`config.mk`:
```
export PLATFORM = sky130hd
export DESIGN_NAME = uart_cmd_parser
export DESIGN_NICKNAME = d
export VERILOG_FILES = /design/src/rtl/uart_cmd_parser.sv
export SDC_FILE = /design/constraint.sdc
export NUM_CORES = 1
export LEC_CHECK = 0
export ABC_AREA = 1
export CAP_MARGIN = 0
export CORE_ASPECT_RATIO = 0.7
export CORE_MARGIN = 3
export CORE_UTILIZATION = 46
export DETAILED_ROUTE_END_ITERATION = 10
export GPL_ROUTABILITY_DRIVEN = 0
export MAX_ROUTING_LAYER = met4
export PLACE_DENSITY = 0.69
export SLEW_MARGIN = 10
export SYNTH_ARGS = -nofsm -noshare
export SYNTH_HDL_FRONTEND = slang
export SYNTH_SLANG_ARGS = --single-unit
```
`constraint.sdc`:
```
create_clock -name clk -period 4.87 [get_ports clk]
set_input_delay 0.974 -clock clk [delete_from_list [all_inputs] [get_ports clk]]
set_output_delay 0.974 -clock clk [all_outputs]
set_load 0.02 [all_outputs]
```
`src/rtl/uart_cmd_parser.sv`:
```
// uart_cmd_parser
//
// Assembles 4-byte command frames (SOF, ID, VAL, CHK) from the UART
// receiver's ready/clear handshake. A good frame produces a one-cycle
// command strobe and an ACK response byte. A bad frame produces a NAK
// response byte and increments the error counter. A stalled frame is
// abandoned after a per-byte timeout, counted as an error, and gets no
// response byte.
//
// Ports:
//   clk, rst_n            clock (rising edge), asynchronous active-low reset
//   rdy, rxdata           receiver byte-ready level and received byte
//   rdy_clr               one-cycle pulse that clears the receiver's rdy
//   tx_active             transmitter busy
//   tx_dv, tx_byte        response strobe and byte to the transmitter
//   cmd_valid             one-cycle strobe for a good frame
//   cmd_id, cmd_value     command payload, held until the next cmd_valid
//   err_count             saturating count of rejected or aborted frames

module uart_cmd_parser #(
  parameter int unsigned CLK_HZ     = 50_000_000,
  parameter int unsigned TIMEOUT_MS = 20,
  parameter logic [7:0]  MAX_ID     = 8'h0B,
  parameter logic [7:0]  SOF        = 8'h23
) (
  input  logic       clk,
  input  logic       rst_n,
  input  logic       rdy,
  input  logic [7:0] rxdata,
  output logic       rdy_clr,
  input  logic       tx_active,
  output logic       tx_dv,
  output logic [7:0] tx_byte,
  output logic       cmd_valid,
  output logic [7:0] cmd_id,
  output logic [7:0] cmd_value,
  output logic [7:0] err_count
);

  localparam int unsigned TIMEOUT_CYC = CLK_HZ / 1000 * TIMEOUT_MS;
  // One extra count of headroom so the limit value itself is representable
  // even when TIMEOUT_CYC is an exact power of two.
  localparam int unsigned TO_W = $clog2(TIMEOUT_CYC + 1);
  localparam logic [TO_W-1:0] TO_LIMIT = TO_W'(TIMEOUT_CYC);

  localparam logic [7:0] ACK     = 8'h06;
  localparam logic [7:0] NAK     = 8'h15;
  localparam logic [7:0] CHK_KEY = 8'hA5;

  typedef enum logic [2:0] {
    IDLE,
    GET_ID,
    GET_VAL,
    GET_CHK,
    RESP
  } state_t;

  state_t          state, state_nxt;
  logic [7:0]      id_q, id_nxt;
  logic [7:0]      val_q, val_nxt;
  logic [7:0]      resp_q, resp_nxt;
  logic [TO_W-1:0] to_cnt, to_nxt;
  logic            rdy_clr_nxt;
  logic            tx_dv_nxt;
  logic [7:0]      tx_byte_nxt;
  logic            cmd_valid_nxt;
  logic [7:0]      cmd_id_nxt;
  logic [7:0]      cmd_value_nxt;
  logic [7:0]      err_count_nxt;
  logic            err_inc;
  logic            accept;
  logic            frame_good;

  // Next-state and next-output logic. A byte is only taken when rdy is high
  // and we are not already clearing the previous one; in RESP the byte is
  // left pending in the receiver until the response has been issued.
  // The checksum is judged against rxdata directly so that cmd_valid can
  // appear in the cycle right after the CHK byte is accepted.
  always_comb begin
    state_nxt     = state;
    id_nxt        = id_q;
    val_nxt       = val_q;
    resp_nxt      = resp_q;
    to_nxt        = to_cnt;
    tx_dv_nxt     = 1'b0;
    tx_byte_nxt   = tx_byte;
    cmd_valid_nxt = 1'b0;
    cmd_id_nxt    = cmd_id;
    cmd_value_nxt = cmd_value;
    err_inc       = 1'b0;

    accept      = rdy && !rdy_clr && (state != RESP);
    rdy_clr_nxt = accept;
    frame_good  = (rxdata == (id_q ^ val_q ^ CHK_KEY)) && (id_q <= MAX_ID);

    case (state)
      IDLE: begin
        to_nxt = '0;
        if (accept && (rxdata == SOF)) begin
          state_nxt = GET_ID;
        end
      end

      GET_ID, GET_VAL, GET_CHK: begin
        // An accept in the same cycle as the timeout wins.
        if (accept) begin
          to_nxt = '0;
          case (state)
            GET_ID: begin
              id_nxt    = rxdata;
              state_nxt = GET_VAL;
            end
            GET_VAL: begin
              val_nxt   = rxdata;
              state_nxt = GET_CHK;
            end
            default: begin
              state_nxt = RESP;
              if (frame_good) begin
                cmd_valid_nxt = 1'b1;
                cmd_id_nxt    = id_q;
                cmd_value_nxt = val_q;
                resp_nxt      = ACK;
              end else begin
                resp_nxt = NAK;
                err_inc  = 1'b1;
              end
            end
          endcase
        end else if (to_cnt == TO_LIMIT) begin
          to_nxt    = '0;
          state_nxt = IDLE;
          err_inc   = 1'b1;
        end else begin
          to_nxt = to_cnt + 1'b1;
        end
      end

      RESP: begin
        to_nxt = '0;
        if (!tx_active) begin
          tx_dv_nxt   = 1'b1;
          tx_byte_nxt = resp_q;
          state_nxt   = IDLE;
        end
      end

      default: begin
        state_nxt = IDLE;
        to_nxt    = '0;
      end
    endcase

    if (err_inc && (err_count != 8'hFF)) begin
      err_count_nxt = err_count + 8'd1;
    end else begin
      err_count_nxt = err_count;
    end
  end

  // State and output registers. Every output is registered, so a reset
  // clears them immediately and drops any partial frame.
  always_ff @(posedge clk or negedge rst_n) begin
    if (!rst_n) begin
      state     <= IDLE;
      id_q      <= 8'h00;
      val_q     <= 8'h00;
      resp_q    <= 8'h00;
      to_cnt    <= '0;
      rdy_clr   <= 1'b0;
      tx_dv     <= 1'b0;
      tx_byte   <= 8'h00;
      cmd_valid <= 1'b0;
      cmd_id    <= 8'h00;
      cmd_value <= 8'h00;
      err_count <= 8'h00;
    end else begin
      state     <= state_nxt;
      id_q      <= id_nxt;
      val_q     <= val_nxt;
      resp_q    <= resp_nxt;
      to_cnt    <= to_nxt;
      rdy_clr   <= rdy_clr_nxt;
      tx_dv     <= tx_dv_nxt;
      tx_byte   <= tx_byte_nxt;
      cmd_valid <= cmd_valid_nxt;
      cmd_id    <= cmd_id_nxt;
      cmd_value <= cmd_value_nxt;
      err_count <= err_count_nxt;
    end
  end

endmodule
```
==> results of run 1 <==
state kept, by name, indices dropped and copies added (netlist names):
| name | cells |
|---|---|
| to_cnt | 20 |
| cmd_id | 8 |
| cmd_value | 8 |
| err_count | 8 |
| id_q | 8 |
| val_q | 8 |
| resp_q | 3 |
| state | 3 |
| tx_byte | 3 |
| cmd_valid | 1 |
| rdy_clr | 1 |
| tx_dv | 1 |
per-layer routing:
metal / track usage [%] / vias to the layer above / wire (µm)
met3: 4.17 / 7 / 375
met5: - / - / 0
li1: - / 1437 / -
met4: 5.35 / 0 / 64
met1: 27.0 / 1303 / 3780
met2: 24.8 / 70 / 2930
report_power, final:
group | internal, mW | switching [mW]
Sequential | 0.707 | 0.0953
Clock | 0.242 | 0.240
Combinational | 0.215 | 0.408
per-stage QoR:
step	cells	util [%]	worst slack, ns	total power [mW]	hold slack (ns)
3_3_place_gp	563	54.6	2.08	1.41	0.438
6_report	579	57.3	2.39	1.91	0.456
5_1_grt	579	57.3	2.16	2.07	0.481
4_1_cts	579	57.3	2.39	1.93	0.460
3_5_place_dp	563	54.6	2.03	1.44	0.438
2_1_floorplan	432	-	2.81	1.24	0.419
logic make-up after synthesis:
family	after synthesis	synth area share, %
flip-flops	72	50.6
other	1	0.105
AND/OR/NAND/NOR	215	27.6
adder cells (fa/ha/maj)	3	1.05
XOR/XNOR	12	2.95
AO/OA/AOI/OAI	51	8.75
buffers and inverters	75	8.96
worst max-delay path, stage by stage:
cell,delay [ns]
clkdlybuf4s50_1,0.39
inv_1,0.10
nor2_4,0.05
nand2_4,0.09
nand3_1,0.39
inv_1,0.43
o21ai_0,0.16
a21oi_1,0.14
final cells by class:
class	count	area share [%]
clock buffer	9	2.92
timing repair buffer	43	9.95
tap	98	2.89
inverter	65	5.83
sequential	72	42.4
multi-input combinational	285	34.2
clock inverter	7	1.86
worst max path at each step:
| stage | endpoint | from | slack (ns) |
|---|---|---|---|
| 6_report | to_cnt[15]$_DFF_PN0_ | rdy | 2.39 |
| 5_1_grt | id_q[6]$_DFFE_PN0P_ | rdy | 2.16 |
| 4_1_cts | to_cnt[15]$_DFF_PN0_ | rdy | 2.39 |
| 3_5_place_dp | to_cnt[3]$_DFF_PN0_ | rdy | 2.03 |
| 3_3_place_gp | id_q[6]$_DFFE_PN0P_ | rdy | 2.08 |
| 2_1_floorplan | cmd_id[1]$_DFFE_PN0P_ | rdy | 2.81 |
cells in the mapped netlist, types with 2 or more instances:
cell type and count:
inv_2 2, dfrtp_1 72, nor3_2 2, a21oi_1 11, nand2_4 2, o21ai_0 25
nor2_4 2, nand3_1 30, buf_4 5, nand2_1 107, nand2_2 12, ha_1 3
nand4_1 9, buf_6 2, inv_1 61, xor2_1 11, nor2_1 41, clkbuf_1 3
nor3_1 6, o21ai_2 10
==> results.yml, run 1 <==
clock_network:
  cts_resized: 0
  hold_buffers: 0
  cts.clk_slew.worst_paths_ns: 0.08
  root_buffer: "clkbuf_8"
  clock-sinks: 72
  cts_tree: "done"
  cts_buffers: 9
  ctsLongestPathBuffers: 2
  ctsHtreeMaxLevel: 3
  post_cts_buffers: 0
  clock_latency_ns: 0.34
cells_and_area:
  layout-drive-gt1-share_pct: 11.2
  nFillCells: 667
  final_area_mm2: 0.00425
  final_common_cell: "nand2_1"
  seq_area_mm2: 0.00180
  diodes: 0
  area_delta_synth_final_pct: 19.3
  multi_input_area_mm2: 0.00145
  layout_common_cells: "107 x nand2_1, 72 x dfrtp_1, 61 x inv_1"
  layout.nets: 491
synth:
  ys_seq_area_share_pct: 50.6
  synthFlopType: "dfrtp_1"
  synth_top_area_share_pct: 50.6
  synth_area_mm2: 0.00356
  synth_cell_type_count: 33
  yosys_warnings: 0
  synth_edf_count: 0
  synth_cells: 429
  syn_avg_cell_area_um2: 8.30
  async_flop_share_pct: 100
  synth-seq-cells: 72
  synthTopCellsByArea: "dfrtp_1 51%, nand2_1 11%, inv_1 6.4%, nor2_1 4.3%, nand3_1 4.2%"
  yosys.area.top_type: "dfrtp_1"
sta:
  fin_setup_tns_ns: 0
  relSlewSlack_pct: 40.2
  rsz0062_at_grt: "no"
  fmax_mhz: 404
  finalCriticalPeriod_ns: 2.48
  drv_slew: 0
  clock_skew_ns: 0.00692
  setup_viol: 0
  fin_crit_sh_pct: 50.8
  worstMarginPinSlew_ns: 0.898
  hold_violations: 0
setup_path:
  r2r_start: "to_cnt[0]$_DFF_PN0_"
  r2r_slack_ns: 2.84
  regToRegEndpoint: "to_cnt[15]$_DFF_PN0_"
  crit_fanout: 13
  worst-r2r-cell-count: 9
  crit_arrival_ns: 2.74
  crit_type: "in2reg"
  crit_path_end_kind: "flop"
  worstPathRequired_ns: 5.13
  cp-start-kind: "input port"
global_routing:
  grt_max_degree: 42
  antenna_found_initial: 0
  grt_pass1_wl_mm: 12.6
  grt_overflow: 0
  grt_pass1_vias: 2614
  grt_usage_pct: 18.2
worst_hold_path:
  min_to: "resp_q[2]$_DFFE_PN0P_"
  holdPathStages: 2
  hold_start: "resp_q[2]$_DFFE_PN0P_"
  worstHoldPathType: "reg2reg"
run_status:
  outcome: "complete, no violations"
floorplanning:
  initial_utilization_pct: 48.0
  fp.dieH_um: 79.6
  die_w_um: 111
  die-area_mm2: 0.00885
  boundaryPins: 47
  core_mm2: 0.00742
  rows: 26
drt:
  drc: 0
  wl_per_cell_um: 12.3
  drtIter0Drc: 174
  vias: 2817
  ant_nets: 0
  first_pass_iters: 4
  wl_mm: 7.14
  vias_per_cell: 4.87
power_and_ir_drop:
  power.leakage_nw: 2.10
  powerDensity_mw_per_mm2: 449
  vdd_drop_max_uv: 281
placement:
  dp_hpwl_mm: 5.26
  io_buffers: 42
  placed_area_mm2: 0.00405
run:
  drv_cap: 0
Power figures use the tool's default switching activity.
==> inputs of run 2 (changes only) <==
- clock period: 4.87 -> 2.6 ns (I/O delays scaled with it)
==> run 2 against run 1 <==
  * Hold slack lost 0.27 ns
  * Clock skew decreased by 0.00071 ns
  * Register-to-register slack got worse by 2.1 ns
  * Total power rose by 93%
  * Setup slack lost 1.8 ns
  * Wire length up 2.5%
  * Die area unchanged
  * Critical path type is now reg2out
==> results.yml, run 2 (synthesis results as in run 1) <==
run_status:
  outcome: "complete, no violations"
clock_network:
  clock_latency_ns: 0.34
  cts_buffers: 9
  post_cts_buffers: 0
  cts.clk_slew.worst_paths_ns: 0.07
  cts_resized: 0
  ctsLongestPathBuffers: 2
  clock-sinks: 72
  root_buffer: "clkbuf_8"
  hold_buffers: 0
  ctsHtreeMaxLevel: 3
  cts_tree: "done"
cells_and_area:
  final_cells: 581
  multi_input_area_mm2: 0.00145
  layout.nets: 493
  seq_area_mm2: 0.00180
  layout_common_cells: "107 x nand2_1, 72 x dfrtp_1, 61 x inv_1"
  layout-drive-gt1-share_pct: 11.6
  final_area_mm2: 0.00429
  final_common_cell: "nand2_1"
  nFillCells: 704
  utilization_pct: 57.9
  largest_register_ffs: 20
  diodes: 0
  area_delta_synth_final_pct: 20.6
  regMostFlops: "to_cnt"
drt:
  wl_mm: 7.33
  vias: 2805
  ant_nets: 0
  wl_per_cell_um: 12.6
  vias_per_cell: 4.83
  drc: 0
  first_pass_iters: 5
  drtIter0Drc: 177
placement:
  placed_area_mm2: 0.00407
  io_buffers: 42
  dp_hpwl_mm: 5.35
  dp.cells: 565
setup_path:
  crit_path_end_kind: "output pin"
  critPathSlowestCell: "clkdlybuf4s50_1"
  cp-start-kind: "flop"
  path_buf_inv: 1
  worstPathRequired_ns: 2.08
  worst-r2r-cell-count: 10
  crit_type: "reg2out"
  regToRegEndpoint: "to_cnt[14]$_DFF_PN0_"
  crit_arrival_ns: 1.44
  r2r_start: "to_cnt[0]$_DFF_PN0_"
  path_cells: "clkdlybuf4s50_1"
  r2r_slack_ns: 0.77
  cp_top_family: "buffers and inverters"
  crit_fanout: 5
  slowest_delay_ns: 0.65
floorplanning:
  rows: 26
  fp.dieH_um: 79.6
  boundaryPins: 47
  die-area_mm2: 0.00885
  core_mm2: 0.00742
  die_w_um: 111
  initial_utilization_pct: 48.0
power_and_ir_drop:
  power.leakage_nw: 2.12
  powerDensity_mw_per_mm2: 857
  vdd_drop_max_uv: 537
global_routing:
  grt_use_met2_pct: 23.8
  grt_usage_pct: 18.4
  met1_usage_pct: 28.0
  grt_pass1_wl_mm: 12.7
  grt_overflow: 0
  antenna_found_initial: 0
  grt_pass1_vias: 2584
  grt_max_degree: 73
  grt_busiest_layer: "met1"
  global_route.usage.met3_pct: 4.24
sta:
  worstMarginPinSlew_ns: 0.531
  finalCriticalPeriod_ns: 1.96
  fmax_mhz: 509
  clock_skew_ns: 0.00621
  drv_slew: 0
  finalHoldWorstSlack_ns: 0.187
  rsz0062_at_grt: "no"
  fin_crit_sh_pct: 75.6
  relSlewSlack_pct: 64.5
  hold_violations: 0
  setup_viol: 0
  fin_setup_tns_ns: 0
run:
  drv_cap: 0
worst_hold_path:
  worstHoldPathType: "in2async"
## run 2: cell count changes in the layout (fill, tap and decap cells not counted), sizes merged
cell / delta
clkinvlp: +1
clkinv: -1
inv: -1
bufinv: +1
buf: +2
## run 2: cell type report
class                           count  share of cell area, %
Tap cell                           98                   2.86
Clock buffer                        9                   2.89
Sequential cell                    72                   42.0
Timing Repair Buffer               45                   10.5
Inverter                           65                   5.77
Multi-Input combinational cell    285                   33.8
Clock inverter                      7                   2.22
## run 2: metal layers
metal / vias up / part of all wire (%)
met2: 95 / 39
met5: - / 0
met1: 1269 / 54
met4: 0 / 0.89
met3: 6 / 6.3
li1: 1435 / -
## run 2: worst max-delay path by stage
stage	from	end	slack [ns]	depth (start not counted)
floorplan	rdy	cmd_id[1]$_DFFE_PN0P_	0.99	12
global placement	rxdata[3]	cmd_value[1]$_DFFE_PN0P_	0.33	12
detailed placement	rxdata[3]	cmd_value[0]$_DFFE_PN0P_	0.32	12
CTS	err_count[6]$_DFFE_PN0P_	err_count[6]	0.61	1
global route	rxdata[3]	cmd_value[1]$_DFFE_PN0P_	0.47	12
finish	err_count[6]$_DFFE_PN0P_	err_count[6]	0.64	1
## run 2: per-stage QoR
step,setup WS [ns],total power [mW]
2_1_floorplan,0.990,2.32
3_3_place_gp,0.329,2.68
3_5_place_dp,0.324,2.72
4_1_cts,0.612,3.71
5_1_grt,0.473,3.95
6_report,0.636,3.68
## run 2: where the power goes
| group | leakage, nW | switching (mW) | internal, mW |
|---|---|---|---|
| Clock | 0.110 | 0.419 | 0.541 |
| Combinational | 1.08 | 0.785 | 0.421 |
| Sequential | 0.934 | 0.187 | 1.33 |
